`src/rtl/common_types_pkg.sv`:
```
// Shared pipeline types: word/register widths, memory-stage FSM states,
// access sizes (same encoding as the control unit's reg_wr_mem) and the MEM/WB latch layout.
package common_types_pkg;

    typedef logic [31:0] word_t;
    typedef logic [4:0]  reg_t;

    typedef enum logic {
        IDLE = 1'b0,
        BUSY = 1'b1
    } mem_state_t;

    typedef enum logic [1:0] {
        BYTE = 2'd0,
        HALF = 2'd1,
        WORD = 2'd2
    } mem_size_t;

    typedef struct packed {
        word_t       pc;
        logic        halt;
        reg_t        rd;
        logic [1:0]  reg_wr_src;
        logic [1:0]  reg_wr_mem;
        logic        reg_wr_mem_signed;
        word_t       alu_out;
        word_t       dload;
    } mwb_latch_t;

endpackage

```
`src/rtl/dmem_lane_align.sv`:
```
// Byte-lane steering between the core and a 32-bit data memory:
// store strobes/replicated write data, and right-justified load data.
module dmem_lane_align
    import common_types_pkg::*;
(
    input  mem_size_t   size,
    input  logic [1:0]  offset,
    input  word_t       store_data,
    input  word_t       rdata,
    output logic [3:0]  strb,
    output word_t       wdata,
    output word_t       dload
);

    // Replicating the store data lets the strobes alone pick the lanes.
    always_comb begin
        case (size)
            BYTE: begin
                strb  = 4'b0001 << offset;
                wdata = {4{store_data[7:0]}};
            end
            HALF: begin
                strb  = 4'b0011 << offset;
                wdata = {2{store_data[15:0]}};
            end
            default: begin
                strb  = 4'b1111;
                wdata = store_data;
            end
        endcase
    end

    assign dload = rdata >> {offset, 3'b000};

endmodule

```
`src/rtl/memory_stage.sv`:
```
// RISC-V memory stage: data-memory req/ready handshake, stall generation and MEM/WB latch.
// Optional MEM_MISALIGN_CHECK_EN turns misaligned half/word accesses into halts instead of bus cycles.
module memory_stage
    import common_types_pkg::*;
(
    input  logic        CLK,
    input  logic        nRST,
    input  logic        ex_valid,
    input  word_t       ex_pc,
    input  word_t       ex_alu_out,
    input  word_t       ex_store_data,
    input  logic        ex_halt,
    input  reg_t        ex_rd,
    input  logic [1:0]  ex_reg_wr_src,
    input  logic [1:0]  ex_reg_wr_mem,
    input  logic        ex_reg_wr_mem_signed,
    input  logic        ex_dmem_rd,
    input  logic        ex_dmem_wr,
    output logic        dmem_req,
    output logic        dmem_wen,
    output word_t       dmem_addr,
    output word_t       dmem_wdata,
    output logic [3:0]  dmem_strb,
    input  logic        dmem_ready,
    input  word_t       dmem_rdata,
    input  logic        mwb_en,
    input  logic        mwb_flush,
    output logic        mem_stall,
    output word_t       mwb_pc,
    output logic        mwb_halt,
    output reg_t        mwb_rd,
    output logic [1:0]  mwb_reg_wr_src,
    output logic [1:0]  mwb_reg_wr_mem,
    output logic        mwb_reg_wr_mem_signed,
    output word_t       mwb_alu_out,
    output word_t       mwb_dload
);

    mem_state_t  state;
    word_t       req_addr;
    word_t       req_wdata;
    logic [3:0]  req_strb;
    logic        req_wen;
    logic        req_killed;
    mwb_latch_t  mwb_q;

    logic        access;
    logic        misaligned;
    logic        bus_access;
    logic        busy;
    logic        load_done;
    logic [1:0]  lane_off;
    logic [3:0]  ex_strb;
    word_t       ex_wdata;
    word_t       aligned_load;
    mem_size_t   ex_size;

    assign access  = ex_valid & (ex_dmem_rd | ex_dmem_wr);
    assign ex_size = mem_size_t'(ex_reg_wr_mem);
    assign busy    = (state == BUSY);

`ifdef MEM_MISALIGN_CHECK_EN
    assign misaligned = access & (((ex_size == HALF) && (ex_alu_out[1:0] == 2'd3)) ||
                                  ((ex_size == WORD) && (ex_alu_out[1:0] != 2'd0)));
`else
    assign misaligned = 1'b0;
`endif

    assign bus_access = access & ~misaligned;

    // While waiting, read data must be shifted by the offset of the request in flight.
    assign lane_off = busy ? req_addr[1:0] : ex_alu_out[1:0];

    dmem_lane_align u_lane_align (
        .size       (ex_size),
        .offset     (lane_off),
        .store_data (ex_store_data),
        .rdata      (dmem_rdata),
        .strb       (ex_strb),
        .wdata      (ex_wdata),
        .dload      (aligned_load)
    );

    always_comb begin
        dmem_req   = 1'b0;
        dmem_wen   = 1'b0;
        mem_stall  = 1'b0;
        dmem_addr  = {ex_alu_out[31:2], 2'b00};
        dmem_wdata = ex_wdata;
        dmem_strb  = ex_strb;
        if (nRST && busy) begin
            dmem_req   = 1'b1;
            dmem_wen   = req_wen;
            dmem_addr  = {req_addr[31:2], 2'b00};
            dmem_wdata = req_wdata;
            dmem_strb  = req_strb;
            mem_stall  = ~dmem_ready;
        end else if (nRST && bus_access) begin
            dmem_req   = 1'b1;
            dmem_wen   = ex_dmem_wr;
            mem_stall  = ~dmem_ready;
        end
    end

    assign load_done = dmem_req & dmem_ready & ~dmem_wen;

    // req_killed remembers a flush that arrived while the transaction was still waiting.
    always_ff @(posedge CLK or negedge nRST) begin
        if (!nRST) begin
            state      <= IDLE;
            req_addr   <= '0;
            req_wdata  <= '0;
            req_strb   <= '0;
            req_wen    <= 1'b0;
            req_killed <= 1'b0;
        end else begin
            case (state)
                IDLE: begin
                    if (bus_access && !dmem_ready) begin
                        state      <= BUSY;
                        req_addr   <= ex_alu_out;
                        req_wdata  <= ex_wdata;
                        req_strb   <= ex_strb;
                        req_wen    <= ex_dmem_wr;
                        req_killed <= mwb_flush;
                    end
                end
                BUSY: begin
                    if (dmem_ready) begin
                        state      <= IDLE;
                        req_killed <= 1'b0;
                    end else if (mwb_flush) begin
                        req_killed <= 1'b1;
                    end
                end
                default: state <= IDLE;
            endcase
        end
    end

    always_ff @(posedge CLK or negedge nRST) begin
        if (!nRST) begin
            mwb_q <= '0;
        end else if (mwb_flush) begin
            mwb_q <= '0;
        end else if (mwb_en && !mem_stall) begin
            if (busy && req_killed) begin
                mwb_q <= '0;
            end else begin
                mwb_q.pc                <= ex_pc;
                mwb_q.halt              <= ex_halt | misaligned;
                mwb_q.rd                <= ex_rd;
                mwb_q.reg_wr_src        <= ex_reg_wr_src;
                mwb_q.reg_wr_mem        <= ex_reg_wr_mem;
                mwb_q.reg_wr_mem_signed <= ex_reg_wr_mem_signed;
                mwb_q.alu_out           <= ex_alu_out;
                mwb_q.dload             <= load_done ? aligned_load : '0;
            end
        end
    end

    assign mwb_pc                = mwb_q.pc;
    assign mwb_halt              = mwb_q.halt;
    assign mwb_rd                = mwb_q.rd;
    assign mwb_reg_wr_src        = mwb_q.reg_wr_src;
    assign mwb_reg_wr_mem        = mwb_q.reg_wr_mem;
    assign mwb_reg_wr_mem_signed = mwb_q.reg_wr_mem_signed;
    assign mwb_alu_out           = mwb_q.alu_out;
    assign mwb_dload             = mwb_q.dload;

endmodule

```
`config.mk`:
```
export PLATFORM = sky130hd
export DESIGN_NAME = memory_stage
export DESIGN_NICKNAME = d
export VERILOG_FILES = /design/src/rtl/common_types_pkg.sv /design/src/rtl/dmem_lane_align.sv /design/src/rtl/memory_stage.sv
export SDC_FILE = /design/constraint.sdc
export NUM_CORES = 1
export LEC_CHECK = 0
export CAP_MARGIN = 30
export CORE_UTILIZATION = 35
export DETAILED_ROUTE_END_ITERATION = 6
export DONT_BUFFER_PORTS = 1
export GPL_TIMING_DRIVEN = 0
export SLEW_MARGIN = 30
export SYNTH_ARGS = -nofsm -noshare
export SYNTH_HDL_FRONTEND = slang
export SYNTH_HIERARCHICAL = 1
export SYNTH_SLANG_ARGS = --single-unit
```
`constraint.sdc`:
```
create_clock -name CLK -period 2.3 [get_ports CLK]
set_clock_uncertainty 0.1 [all_clocks]
set_input_delay 0.345 -clock CLK [delete_from_list [all_inputs] [get_ports CLK]]
set_output_delay 0.345 -clock CLK [all_outputs]
set_load 0.03 [all_outputs]
```
# Word level (Yosys, flattened, before mapping)
# Index checks and enable logic that the tools add are counted.
dict set report totals {
  ff_bits 178
  in_bits 147
  wordCells 61
}
dict set report op_classes {
  eq_ne 3
  shift 3
  n_mux 23
  n_bitwise 7
  reduce_logical 11
}
# operator n
set op_table {}
lappend op_table {{$mux W107} 3}
lappend op_table {{$mux W32} 3}
lappend op_table {{$pmux W32 S2} 1}
lappend op_table {{$shr A32 B5 Y32} 1}
lappend op_table {{$mux W1} 11}
lappend op_table {{$pmux W4 S2} 1}
lappend op_table {{$logic_and A1 B1 Y1} 5}
lappend op_table {{$mux W4} 1}
lappend op_table {{$pmux W1 S2} 2}
lappend op_table {{$reduce_and A2 Y1} 2}
lappend op_table {{$shl A1 B2 Y4 const A} 1}
lappend op_table {{$shl A2 B2 Y4 const A} 1}
lappend op_table {{$and A1 B1 Y1} 3}
lappend op_table {{$ne A3 B3 Y1 const B} 1}
lappend op_table {{$not A1 Y1} 3}
lappend op_table {{$eq A2 B1 Y1 const B} 1}
lappend op_table {{$logic_not A1 Y1} 2}
lappend op_table {{$logic_not A2 Y1} 1}
lappend op_table {{$mux W2} 1}
lappend op_table {{$ne A2 B2 Y1 const B} 1}
lappend op_table {{$reduce_bool A2 Y1} 1}
lappend op_table {{$or A1 B1 Y1} 1}

# Longest topological paths before layout
# Gate-level depths: netlist of run 1.
dict set report depth {
  ltp_word 11
  mapped_depth 7
  ltp_nobuf 4
}

# Modules after synthesis
# Netlist of run 1, hierarchy kept.
# mod instances cells_each area_each_um2 seq_area_each_um2
set modules_own_cells {}
lappend modules_own_cells {memory_stage 1 527 7468.4 4454.3}
lappend modules_own_cells {dmem_lane_align 1 125 1029.7 0.0}

# Worst setup path before layout of run 1
# OpenSTA, ideal clock, no wires.
dict set report synth_path {
  path_type {flip-flop to output port}
  start {reg state, in the netlist busy}
  end {out dmem_strb[2]}
  arrival_ps 1755
  path_slack_ps 100
  path_stages_with_launch 7
  cell_sequence {dfrtp_1 -> buf_6 -> mux2_2 -> nor2b_1 -> buf_2 -> a211o_1 -> mux2_2}
}
dict set report synth_between {
  elab_chain_len 4
  elab_cells_between_ends 6
  classes_between {shift (2); mux (3); reduce/logical (1)}
}
# element line_no
set synth_lines {}
lappend synth_lines {{from (decl)} memory_stage.sv:39} ;# mem_state_t state;
lappend synth_lines {{from (signal assigned)} memory_stage.sv:110} ;# state <= IDLE;
lappend synth_lines {{from (signal assigned)} memory_stage.sv:120} ;# state <= BUSY;
lappend synth_lines {{from (signal assigned)} memory_stage.sv:130} ;# state <= IDLE;
lappend synth_lines {{$mux W2 (*)} memory_stage.sv:72} ;# assign lane_off = busy ? req_addr[1:0] : ex_alu_out[1:0];
lappend synth_lines {{via lane_off[0]} memory_stage.sv:52} ;# logic [1:0] lane_off;
lappend synth_lines {{$shl A2 B2 Y4 or $shl A1 B2 Y4 (tied branches)} {dmem_lane_align.sv:23, dmem_lane_align.sv:19}}
lappend synth_lines {{$pmux W4 S2 (*)} dmem_lane_align.sv:17} ;# case (size)
lappend synth_lines {{via ex_strb[2]} memory_stage.sv:53} ;# logic [3:0] ex_strb;
lappend synth_lines {{$mux W4 (*)} memory_stage.sv:91} ;# if (nRST && busy) begin
lappend synth_lines {{to (decl)} memory_stage.sv:23} ;# output logic [3:0] dmem_strb,
# Mark *: on every way through the listed nets, which the timed path passes. The rest lies on a longest branch.

# Worst setup path after layout of run 1
# Same ends and word-level chain as after synthesis.

==> results of run 1 <==
==> flip-flops by register name (all words and copies together), names as in the netlist <==
| name | cells |
|---|---|
| busy | 1 |
| mwb_alu_out | 32 |
| mwb_dload | 32 |
| mwb_halt | 1 |
| mwb_pc | 32 |
| mwb_rd | 5 |
| mwb_reg_wr_mem | 2 |
| mwb_reg_wr_mem_signed | 1 |
| mwb_reg_wr_src | 2 |
| req_addr | 32 |
| req_killed | 1 |
| req_strb | 4 |
| req_wdata | 32 |
| req_wen | 1 |
==> worst paths after layout <==
| path | cells past startpoint | end | startpoint | slack (ns) |
|---|---|---|---|---|
| setup / recovery | 6 | dmem_strb[2] | busy | -0.23 |
| hold / removal | 0 | mwb_alu_out[8] | nRST | -0.49 |
| setup reg to reg | 9 | mwb_pc[22] | busy | 0.08 |
| hold reg to reg | 1 | req_addr[8] | req_addr[8] | 0.41 |
| max in group asynchronous | 0 | mwb_dload[17] | nRST | 2.10 |
| min in group CLK | 3 | mwb_alu_out[7] | ex_alu_out[7] | 0.06 |
==> per-layer routing <==
layer,up-vias,part of all wire,wire [µm]
li1,2638,-,-
met1,3042,0.40,10600
met2,262,0.49,13000
met3,29,0.082,2140
met4,0,0.020,517
met5,-,0,0
==> power by group <==
group          leakage, nW  internal (W)  switching, W
logic                 2.65      0.000911      0.000900
clock network        0.305       0.00168       0.00144
registers             2.29       0.00351      0.000435
total                 5.24       0.00610       0.00277
==> area by class of cell <==
cell class | instances | area, µm² | share of cell area
well taps | 319 | 399 | 0.0358
multi-input cells | 411 | 4010 | 0.360
plain buffers | 61 | 546 | 0.0490
repair buffers | 102 | 1090 | 0.0976
clock inverters | 15 | 205 | 0.0184
inverters | 2 | 7.51 | 0.000674
clock buffers | 17 | 425 | 0.0382
flip-flops and latches | 178 | 4450 | 0.400
==> cells in the mapped netlist (8+ instances only) <==
cell type                   instances  share of area
sky130_fd_sc_hd__buf_4             13          0.011
sky130_fd_sc_hd__dfrtp_1          178           0.52
sky130_fd_sc_hd__nand2_1           28          0.012
sky130_fd_sc_hd__mux2_2           152           0.20
sky130_fd_sc_hd__buf_2             27          0.016
sky130_fd_sc_hd__a31o_2            17          0.018
sky130_fd_sc_hd__nor2_1            33          0.015
sky130_fd_sc_hd__and2_1             9         0.0066
sky130_fd_sc_hd__mux2i_1           40          0.047
sky130_fd_sc_hd__o2bb2ai_1          8         0.0082
sky130_fd_sc_hd__o21ai_1            9         0.0053
sky130_fd_sc_hd__a22o_1            90          0.093
sky130_fd_sc_hd__clkbuf_1          14         0.0062
==> cells by family (layout without fill, tap and decap cells) <==
kind of cell           count (synthesis)  count (layout)  share of synthesized area
other                                  1               2                   0.000441
buffers and inverters                 64             197                     0.0461
AO/OA/AOI/OAI                        136             136                      0.137
flip-flops                           178             178                      0.524
AND/OR/NAND/NOR                       81              81                     0.0436
multiplexers                         192             192                      0.249
==> critical path, cell delays in order (launching register included) <==
cell and delay [ns]:
sky130_fd_sc_hd__dfrtp_1 0.40, sky130_fd_sc_hd__buf_6 0.14, sky130_fd_sc_hd__mux2_4 0.31, sky130_fd_sc_hd__buf_12 0.13, sky130_fd_sc_hd__nor2b_4 0.11, sky130_fd_sc_hd__a211o_1 0.24
sky130_fd_sc_hd__mux2_4 0.34
==> timing repair <==
action | 4_1_cts | 5_1_grt
endpoints found under the setup margin | 146 | 149
endpoints found under the hold margin | 269 | 178
pin swaps | 4 | 2
gates resized for setup | 46 | 102
buffers inserted | 12 | 9
cloned | 0 | 5
==> metrics by stage <==
stage	area, µm²	hold WS (ns)
after floorplan	8500	-0.0506
after global placement	8900	-0.0468
after detailed placement	8910	-0.0476
after CTS	10600	-0.518
after global routing	11100	-0.520
final	11100	-0.489
==> parameters.txt, run 1 <==
Parameter                              Value

Run status
  Run status ... complete, but fails checks
  Violations in the final reports ... negative hold slack, negative setup slack

Placement
  Post-Place Setup Slack ... -0.460 ns
  Half-perimeter wire length after placement ... 17.9 mm
  IO Port Bufs ... 0
  Final weighted congestion of routability-driven global placement ... 0.854
  Post-Place Cells ... 972

Floorplanning
  Core Area ... 23600 µm²
  DIE AREA ... 24900 µm²
  Starting density of the core ... 0.360
  Row count ... 56
  DIE HEIGHT ... 158 µm
  Ports ... 325
  Width of the chip ... 158 µm

Detailed routing
  Mean number of vias per cell ... 5.40
  DRC Markers ... 0
  First DRT Iteration DRCs ... 328
  Post-detailed-routing wire length ... 26.2 mm
  Number of nets with antenna violations after routing ... 0
  Detailed Routing Iterations Pass 1 ... 4
  Number of vias in the routed layout ... 5971
  Routed wirelength normalized by instance count ... 23.7 µm

Timing
  Minimum hold slack ... -0.489 ns
  Final critical delay including setup and external delays ... 2.53 ns
  Endpoints failing setup ... 23
  RSZ-0062 raised after global routing ... true
  Final setup margin ... -0.233 ns
  Relative slew slack ... 0.576
  Period utilisation layout ... 1.10
  Total negative slack for setup checks ... -0.826 ns
  Highest clock rate ... 0.395 GHz
  Final hold violation count ... 178
  Max-slew violation count ... 0
  Transition time at the pin with the least slew margin ... 0.636 ns

Global routing
  Met2 usage ... 0.348
  Met3 capacity usage during global routing ... 0.0600
  GRT Residual Overflow ... 0
  Via count of the first global-routing pass ... 6317
  Total GRT Usage ... 0.201
  Pin count of the biggest net entering global routing ... 183
  Number of antenna violations at the first check in global routing ... 0
  M1 GR Usage ... 0.236
  Global-route wire length before repair ... 37.3 mm
  GR peak layer ... met2

Setup path
  Category of the most critical setup path ... flop to primary output
  Endpoint required time on the critical path ... 1.86 ns
  Worst Setup End Kind ... primary output
  Critical path launch point type ... flop
  Top fanout value on the critical path ... 5
  Arrival time of data at the critical path endpoint ... 2.09 ns

CTS
  Cts-stage hold buffer count ... 76
  Clock edge transition at the registers on the reported setup and hold paths ... 0.08 ns
  Latest clock arrival within the worst-skew pair ... 0.42 ns
  Master cell of the clock root buffer ... sky130_fd_sc_hd__clkbuf_16
  Deepest clock path buffer count ... 2
  Clock buffers created by TritonCTS ... 17
  Total clock sinks ... 178
  H-tree lvl count ... 4
  CTS tree ... yes

Yosys
  Synthesis warning total ... 6
  Number of flops mapped to enable cells by yosys ... 0
  Synth unique cells ... 33
  Fraction of synthesis flops using an asynchronous set or reset pin ... 1.00
  Post-Synthesis Cell Area ... 8500 µm²
  Most used flip-flop cell after synthesis ... sky130_fd_sc_hd__dfrtp_1
  Post-synthesis sequential area ratio ... 0.524
  Synthesized area per cell ... 13.0 µm²
  Instance count of the mapped netlist ... 652
  Flops & latches, synth ... 178

Power and ir drop
  Cell Pwr Density ... 797 nW/µm²
  Pwr Total ... 0.00887 W
  Maximum ir drop on the vdd rail ... 0.528 mV
  Leakage power ... 5.24 nW

Layout
  P&R area growth vs syn ... 31.1%
  Share of cells above drive strength 1 ... 0.378
  Most frequent cells in the layout ... 178 x sky130_fd_sc_hd__dfrtp_1, 90 x sky130_fd_sc_hd__a22o_1, 84 x sky130_fd_sc_hd__mux2_2
  Final Util ... 0.472
  Filler cell count ... 2080
  Post-layout instance count excluding filler cells ... 1105
  Antenna Diode Count ... 0
  Final net count ... 920
  Most frequent standard cell in the layout excluding fill and tap cells ... sky130_fd_sc_hd__dfrtp_1

Hold path
  Worst hold-check path type ... input port to asynchronous set/reset pin

Job
  # Max-Cap Violations ... 0
Note: power is estimated with default switching activity, not from simulation.
==> run 2: changes to the inputs <==
--- a/config.mk
+++ b/config.mk
@@ -10,6 +10,7 @@
 export DETAILED_ROUTE_END_ITERATION = 6
 export DONT_BUFFER_PORTS = 1
 export GPL_TIMING_DRIVEN = 0
+export PLACE_DENSITY = 0.61
 export SLEW_MARGIN = 30
 export SYNTH_ARGS = -nofsm -noshare
 export SYNTH_HDL_FRONTEND = slang
==> run 2 against run 1 <==
Against the previous run:
- the run still ends with negative hold slack, negative setup slack left
- utilization decreased by 0.33 points
- clock-buffer cell count increased by 1
- sequential share of layout area increased by 0.29 points
- power decreased by 0.62%
- critical path depth unchanged
- global-route usage decreased by 0.58 points
- flip-flop and latch count unchanged
- sequential power about the same
- register-to-register slack about the same
- wire length decreased by 3.3%
==> parameters.txt, run 2 (synthesis gave the netlist of run 1 again) <==
Parameter                              Value

Run status
  Run status ... complete, but fails checks
  Violations in the final reports ... negative hold slack, negative setup slack

CTS
  H-tree lvl count ... 4
  Cts-stage hold buffer count ... 76
  Clock buffers created by TritonCTS ... 17
  Total clock sinks ... 178
  Deepest clock path buffer count ... 2
  CTS tree ... yes
  Master cell of the clock root buffer ... sky130_fd_sc_hd__clkbuf_16
  Clock edge transition at the registers on the reported setup and hold paths ... 0.07 ns
  Latest clock arrival within the worst-skew pair ... 0.42 ns

Detailed routing
  First DRT Iteration DRCs ... 324
  DRC Markers ... 0
  Detailed Routing Iterations Pass 1 ... 4
  Mean number of vias per cell ... 5.33
  Number of vias in the routed layout ... 5889
  Routed wirelength normalized by instance count ... 22.9 µm
  Number of nets with antenna violations after routing ... 0
  Post-detailed-routing wire length ... 25.4 mm

Global routing
  M1 GR Usage ... 0.243
  Pin count of the biggest net entering global routing ... 183
  GR peak layer ... met2
  Via count of the first global-routing pass ... 6168
  Met3 capacity usage during global routing ... 0.0619
  GRT Residual Overflow ... 0
  Global-route wire length before repair ... 36.5 mm
  Number of antenna violations at the first check in global routing ... 0
  Met2 usage ... 0.326
  Total GRT Usage ... 0.195

Floorplanning
  Width of the chip ... 158 µm
  Row count ... 56
  Starting density of the core ... 0.360
  Ports ... 325
  Core Area ... 23600 µm²
  DIE HEIGHT ... 158 µm
  DIE AREA ... 24900 µm²

Setup path
  Endpoint required time on the critical path ... 1.86 ns
  Family of cells with the greatest summed delay on the critical path ... multiplexers
  CP Buf/Inv Count ... 2
  Highest cell delay on the worst timing path ... 0.39 ns
  Ordered cell list for the critical path ... buf_6 -> mux2_4 -> buf_12 -> nor2b_1 -> a211o_1 -> mux2_4
  Critical path launch point type ... flop
  Worst Setup End Kind ... primary output
  Arrival time of data at the critical path endpoint ... 2.09 ns
  Top fanout value on the critical path ... 6
  Crit-path slowest cell ... sky130_fd_sc_hd__dfrtp_1
  Critical Path Most Common Cell ... sky130_fd_sc_hd__mux2_4
  Category of the most critical setup path ... flop to primary output

Layout
  Antenna Diode Count ... 0
  Most frequent standard cell in the layout excluding fill and tap cells ... sky130_fd_sc_hd__dfrtp_1
  P&R area growth vs syn ... 30.1%
  Final Util ... 0.468
  Post-layout instance count excluding filler cells ... 1105
  Final net count ... 920
  Most frequent cells in the layout ... 178 x sky130_fd_sc_hd__dfrtp_1, 90 x sky130_fd_sc_hd__a22o_1, 84 x sky130_fd_sc_hd__mux2_2
  Filler cell count ... 2110
  Share of cells above drive strength 1 ... 0.373

Power and ir drop
  Leakage power ... 5.22 nW
  Pwr Total ... 0.00882 W
  Maximum ir drop on the vdd rail ... 0.454 mV
  Cell Pwr Density ... 797 nW/µm²

Placement
  IO Port Bufs ... 0
  Half-perimeter wire length after placement ... 16.9 mm
  Post-Place Cells ... 972
  Post-Place Setup Slack ... -0.414 ns
  Final weighted congestion of routability-driven global placement ... 0.732

Timing
  Final hold violation count ... 178
  Final setup margin ... -0.232 ns
  Minimum hold slack ... -0.487 ns
  Total negative slack for setup checks ... -0.735 ns
  Transition time at the pin with the least slew margin ... 0.553 ns
  Period utilisation layout ... 1.10
  Endpoints failing setup ... 18
  Final critical delay including setup and external delays ... 2.53 ns
  Relative slew slack ... 0.630
  RSZ-0062 raised after global routing ... true
  Max-slew violation count ... 0
  Highest clock rate ... 0.395 GHz

Job
  # Max-Cap Violations ... 0

Hold path
  Worst hold-check path type ... input port to asynchronous set/reset pin
run 2: worst paths after layout:
path / to / depth (start not counted) / slack [ns] / from
max: dmem_strb[2] / 6 / -0.23 / busy
min: mwb_dload[16] / 0 / -0.49 / nRST
max reg2reg: mwb_alu_out[26] / 8 / 0.08 / busy
min reg2reg: req_wdata[10] / 1 / 0.41 / req_wdata[10]
max in group asynchronous: req_wdata[8] / 0 / 2.32 / nRST
min in group CLK: mwb_alu_out[9] / 3 / 0.05 / ex_alu_out[9]
run 2: repair_timing:
| action | in CTS | in global routing |
|---|---|---|
| buffers inserted | 11 | 10 |
| pin swaps | 3 | 3 |
| endpoints found under the setup margin | 180 | 113 |
| gates cloned | 0 | 5 |
| gates resized for setup | 84 | 46 |
| endpoints found under the hold margin | 269 | 178 |
run 2: where the power goes:
| group | total (W) | internal (W) | switching, W |
|---|---|---|---|
| Clock | 0.00310 | 0.00169 | 0.00141 |
| Combinational | 0.00179 | 0.000898 | 0.000891 |
| Sequential | 0.00393 | 0.00351 | 0.000422 |
run 2: per-stage QoR:
stage	hold WS, ns	area (µm²)
after global placement	-0.0463	8900
after CTS	-0.513	10700
after global routing	-0.521	11100
after floorplan	-0.0506	8500
after detailed placement	-0.0458	8900
final	-0.487	11100
run 2: metal layers:
metal,vias to the layer above,share of wire,routed length (µm)
met5,-,0,0
li1,2641,-,-
met2,209,0.49,12400
met3,20,0.078,1970
met4,0,0.013,335
met1,3019,0.42,10700
run 2: final cells by class:
cell class / instances / area (µm²) / area share
multi-input cells: 411 / 3990 / 0.361
well taps: 319 / 399 / 0.0361
plain buffers: 61 / 520 / 0.0471
clock inverters: 14 / 190 / 0.0172
clock buffers: 18 / 439 / 0.0397
inverters: 2 / 7.51 / 0.000679
repair buffers: 102 / 1050 / 0.0954
flip-flops and latches: 178 / 4450 / 0.403
==> run 3: changes to the inputs <==
--- a/config.mk
+++ b/config.mk
@@ -5,12 +5,11 @@
 export SDC_FILE = /design/constraint.sdc
 export NUM_CORES = 1
 export LEC_CHECK = 0
-export CAP_MARGIN = 30
-export CORE_UTILIZATION = 35
+export CORE_UTILIZATION = 40
 export DETAILED_ROUTE_END_ITERATION = 6
 export DONT_BUFFER_PORTS = 1
 export GPL_TIMING_DRIVEN = 0
-export PLACE_DENSITY = 0.61
+export PLACE_DENSITY = 0.66
 export SLEW_MARGIN = 30
 export SYNTH_ARGS = -nofsm -noshare
 export SYNTH_HDL_FRONTEND = slang
==> run 3 against run 2 <==
Against the previous run:
- the flow still finishes with violations (negative hold slack, negative setup slack)
- register-to-register slack got worse by 0.02 ns
- design area decreased by 0.54%
- non-clock buffer count increased by 1
- utilization increased by 6.7 points
- die area decreased by 12%
==> parameters.txt, run 3 (synthesis gave the netlist of run 1 again) <==
Parameter                              Value

Detailed routing
  Routed wirelength normalized by instance count ... 24.2 µm
  Routed met3 length ... 1.88 mm
  Met2 wire length ... 12.7 mm
  Number of vias in the routed layout ... 6034
  DRC Markers ... 0
  Post-detailed-routing wire length ... 25.6 mm
  Top metal layer carrying routed signals ... met4
  Wire length on met1 ... 10.6 mm
  Mean number of vias per cell ... 5.71
  Number of nets with antenna violations after routing ... 0
  First DRT Iteration DRCs ... 219
  Detailed Routing Iterations Pass 1 ... 5

CTS
  Cts-stage hold buffer count ... 76
  Clock edge transition at the registers on the reported setup and hold paths ... 0.08 ns
  Latest clock arrival within the worst-skew pair ... 0.42 ns
  Deepest clock path buffer count ... 2
  Master cell of the clock root buffer ... sky130_fd_sc_hd__clkbuf_16
  H-tree lvl count ... 4
  Clock buffers created by TritonCTS ... 17
  CTS tree ... yes
  Total clock sinks ... 178

Global routing
  Pin count of the biggest net entering global routing ... 183
  GRT Residual Overflow ... 0
  Global-route wire length before repair ... 38.3 mm
  Via count of the first global-routing pass ... 6356
  Total GRT Usage ... 0.230
  Number of antenna violations at the first check in global routing ... 0

Layout
  Most frequent cells in the layout ... 178 x sky130_fd_sc_hd__dfrtp_1, 90 x sky130_fd_sc_hd__a22o_1, 84 x sky130_fd_sc_hd__mux2_2
  Final net count ... 921
  Share of cells above drive strength 1 ... 0.374
  Post-layout instance count excluding filler cells ... 1057
  Antenna Diode Count ... 0
  Final cell area excluding filler cells ... 11000 µm²
  Most frequent standard cell in the layout excluding fill and tap cells ... sky130_fd_sc_hd__dfrtp_1
  P&R area growth vs syn ... 29.4%
  Filler cell count ... 1699

Run status
  Run status ... complete, but fails checks
  Violations in the final reports ... negative hold slack, negative setup slack

Hold path
  Worst hold-check path type ... input port to asynchronous set/reset pin

Timing
  Period utilisation layout ... 1.10
  Max-slew violation count ... 0
  RSZ-0062 raised after global routing ... true
  Minimum hold slack ... -0.492 ns
  Total negative slack for setup checks ... -1.55 ns
  Final setup margin ... -0.229 ns
  Final critical delay including setup and external delays ... 2.53 ns
  Relative slew slack ... 0.408
  Final hold violation count ... 178
  Endpoints failing setup ... 29
  Highest clock rate ... 0.395 GHz
  Transition time at the pin with the least slew margin ... 0.881 ns

Floorplanning
  Core Area ... 20600 µm²
  DIE HEIGHT ... 148 µm
  Width of the chip ... 148 µm
  Ports ... 325
  DIE AREA ... 21800 µm²
  Starting density of the core ... 0.413
  Row count ... 52

Placement
  Placed cell area ... 8840 µm²
  IO Port Bufs ... 0
  Final weighted congestion of routability-driven global placement ... 0.903
  Half-perimeter wire length after placement ... 17.1 mm
  Post-Place Cells ... 923

Power and ir drop
  Cell Pwr Density ... 791 nW/µm²
  Sequential fraction of design power ... 0.453
  Leakage power ... 5.22 nW
  Combinational power share ... 0.207
  Internal power ... 0.00596 W
  Clock power share ... 0.339
  Switch share ... 0.314
  Switching power total ... 0.00274 W
  Maximum ir drop on the vdd rail ... 0.448 mV

Setup path
  Category of the most critical setup path ... flop to primary output
  Arrival time of data at the critical path endpoint ... 2.08 ns
  Top fanout value on the critical path ... 5
  Endpoint required time on the critical path ... 1.86 ns
  Worst R2R Start ... busy
  Origin of the worst setup path ... busy
  Worst Setup End Kind ... primary output
  Critical path launch point type ... flop

Job
  # Max-Cap Violations ... 0
## run 3: changes by cell type in the layout (fill, tap and decap cells not counted), sizes merged
| cell | previous run | this run |
|---|---|---|
| bufinv | 2 | 1 |
| clkbuf | 39 | 35 |
| buf | 66 | 70 |
| clkinv | 7 | 5 |
| inv | 7 | 11 |
## run 3: per-layer routing
metal,track usage,vias to the layer above
met3,0.0562,32
met5,0,-
met4,0.0660,0
li1,-,2647
met2,0.395,282
met1,0.287,3073
## run 3: metrics by stage
stage                      util  setup WS [ns]  total power (W)  hold WS [ns]
after CTS                 0.515         -0.263          0.00864        -0.513
after floorplan               -          0.100          0.00512       -0.0506
final                     0.535         -0.229          0.00870        -0.492
after global routing      0.535         -0.307          0.00904        -0.528
after global placement    0.430         -0.318          0.00536       -0.0459
after detailed placement  0.430         -0.412          0.00542       -0.0473
## run 3: layout make-up
cell class / count / area, µm² / area share
buffer: 61 / 529 / 0.0481
multi-input combinational: 411 / 3990 / 0.362
sequential: 178 / 4450 / 0.405
clock inverter: 15 / 163 / 0.0148
clock buffer: 17 / 425 / 0.0387
tap: 270 / 338 / 0.0307
inverter: 2 / 7.51 / 0.000683
timing repair buffer: 103 / 1090 / 0.0995
## run 3: worst max-delay path: stages (launching register included)
cell,delay [ns]
sky130_fd_sc_hd__dfrtp_1,0.39
sky130_fd_sc_hd__buf_6,0.13
sky130_fd_sc_hd__mux2_4,0.32
sky130_fd_sc_hd__buf_12,0.13
sky130_fd_sc_hd__nor2b_1,0.12
sky130_fd_sc_hd__a211o_1,0.24
sky130_fd_sc_hd__mux2_4,0.33
## run 3: timing repair
item	4_1_cts	5_1_grt
endpoints found under the setup margin	184	128
setup buffers	12	10
pin swaps	4	3
gates cloned	0	5
hold endpoints to repair	269	178
resized for setup	80	48
## run 3: path summary, 6_finish.rpt
kind                            slack [ns]        endpoint  cells after the start
worst max-delay path                 -0.23    dmem_strb[2]                      6
worst min-delay path                 -0.49  mwb_alu_out[9]                      0
worst max register to register        0.06       mwb_pc[3]                      8
worst min register to register        0.41    req_addr[22]                      1
max in group asynchronous             2.11  mwb_alu_out[0]                      0
min in group CLK                      0.05   mwb_dload[27]                      2
## run 3: power by group through the flow
stage | Clock (W) | Combinational (W) | Sequential, W
after floorplan | 0 | 0.00121 | 0.00391
after global placement | 0 | 0.00140 | 0.00396
after detailed placement | 0 | 0.00144 | 0.00399
after CTS | 0.00301 | 0.00170 | 0.00393
after global routing | 0.00314 | 0.00191 | 0.00399
final | 0.00295 | 0.00180 | 0.00394
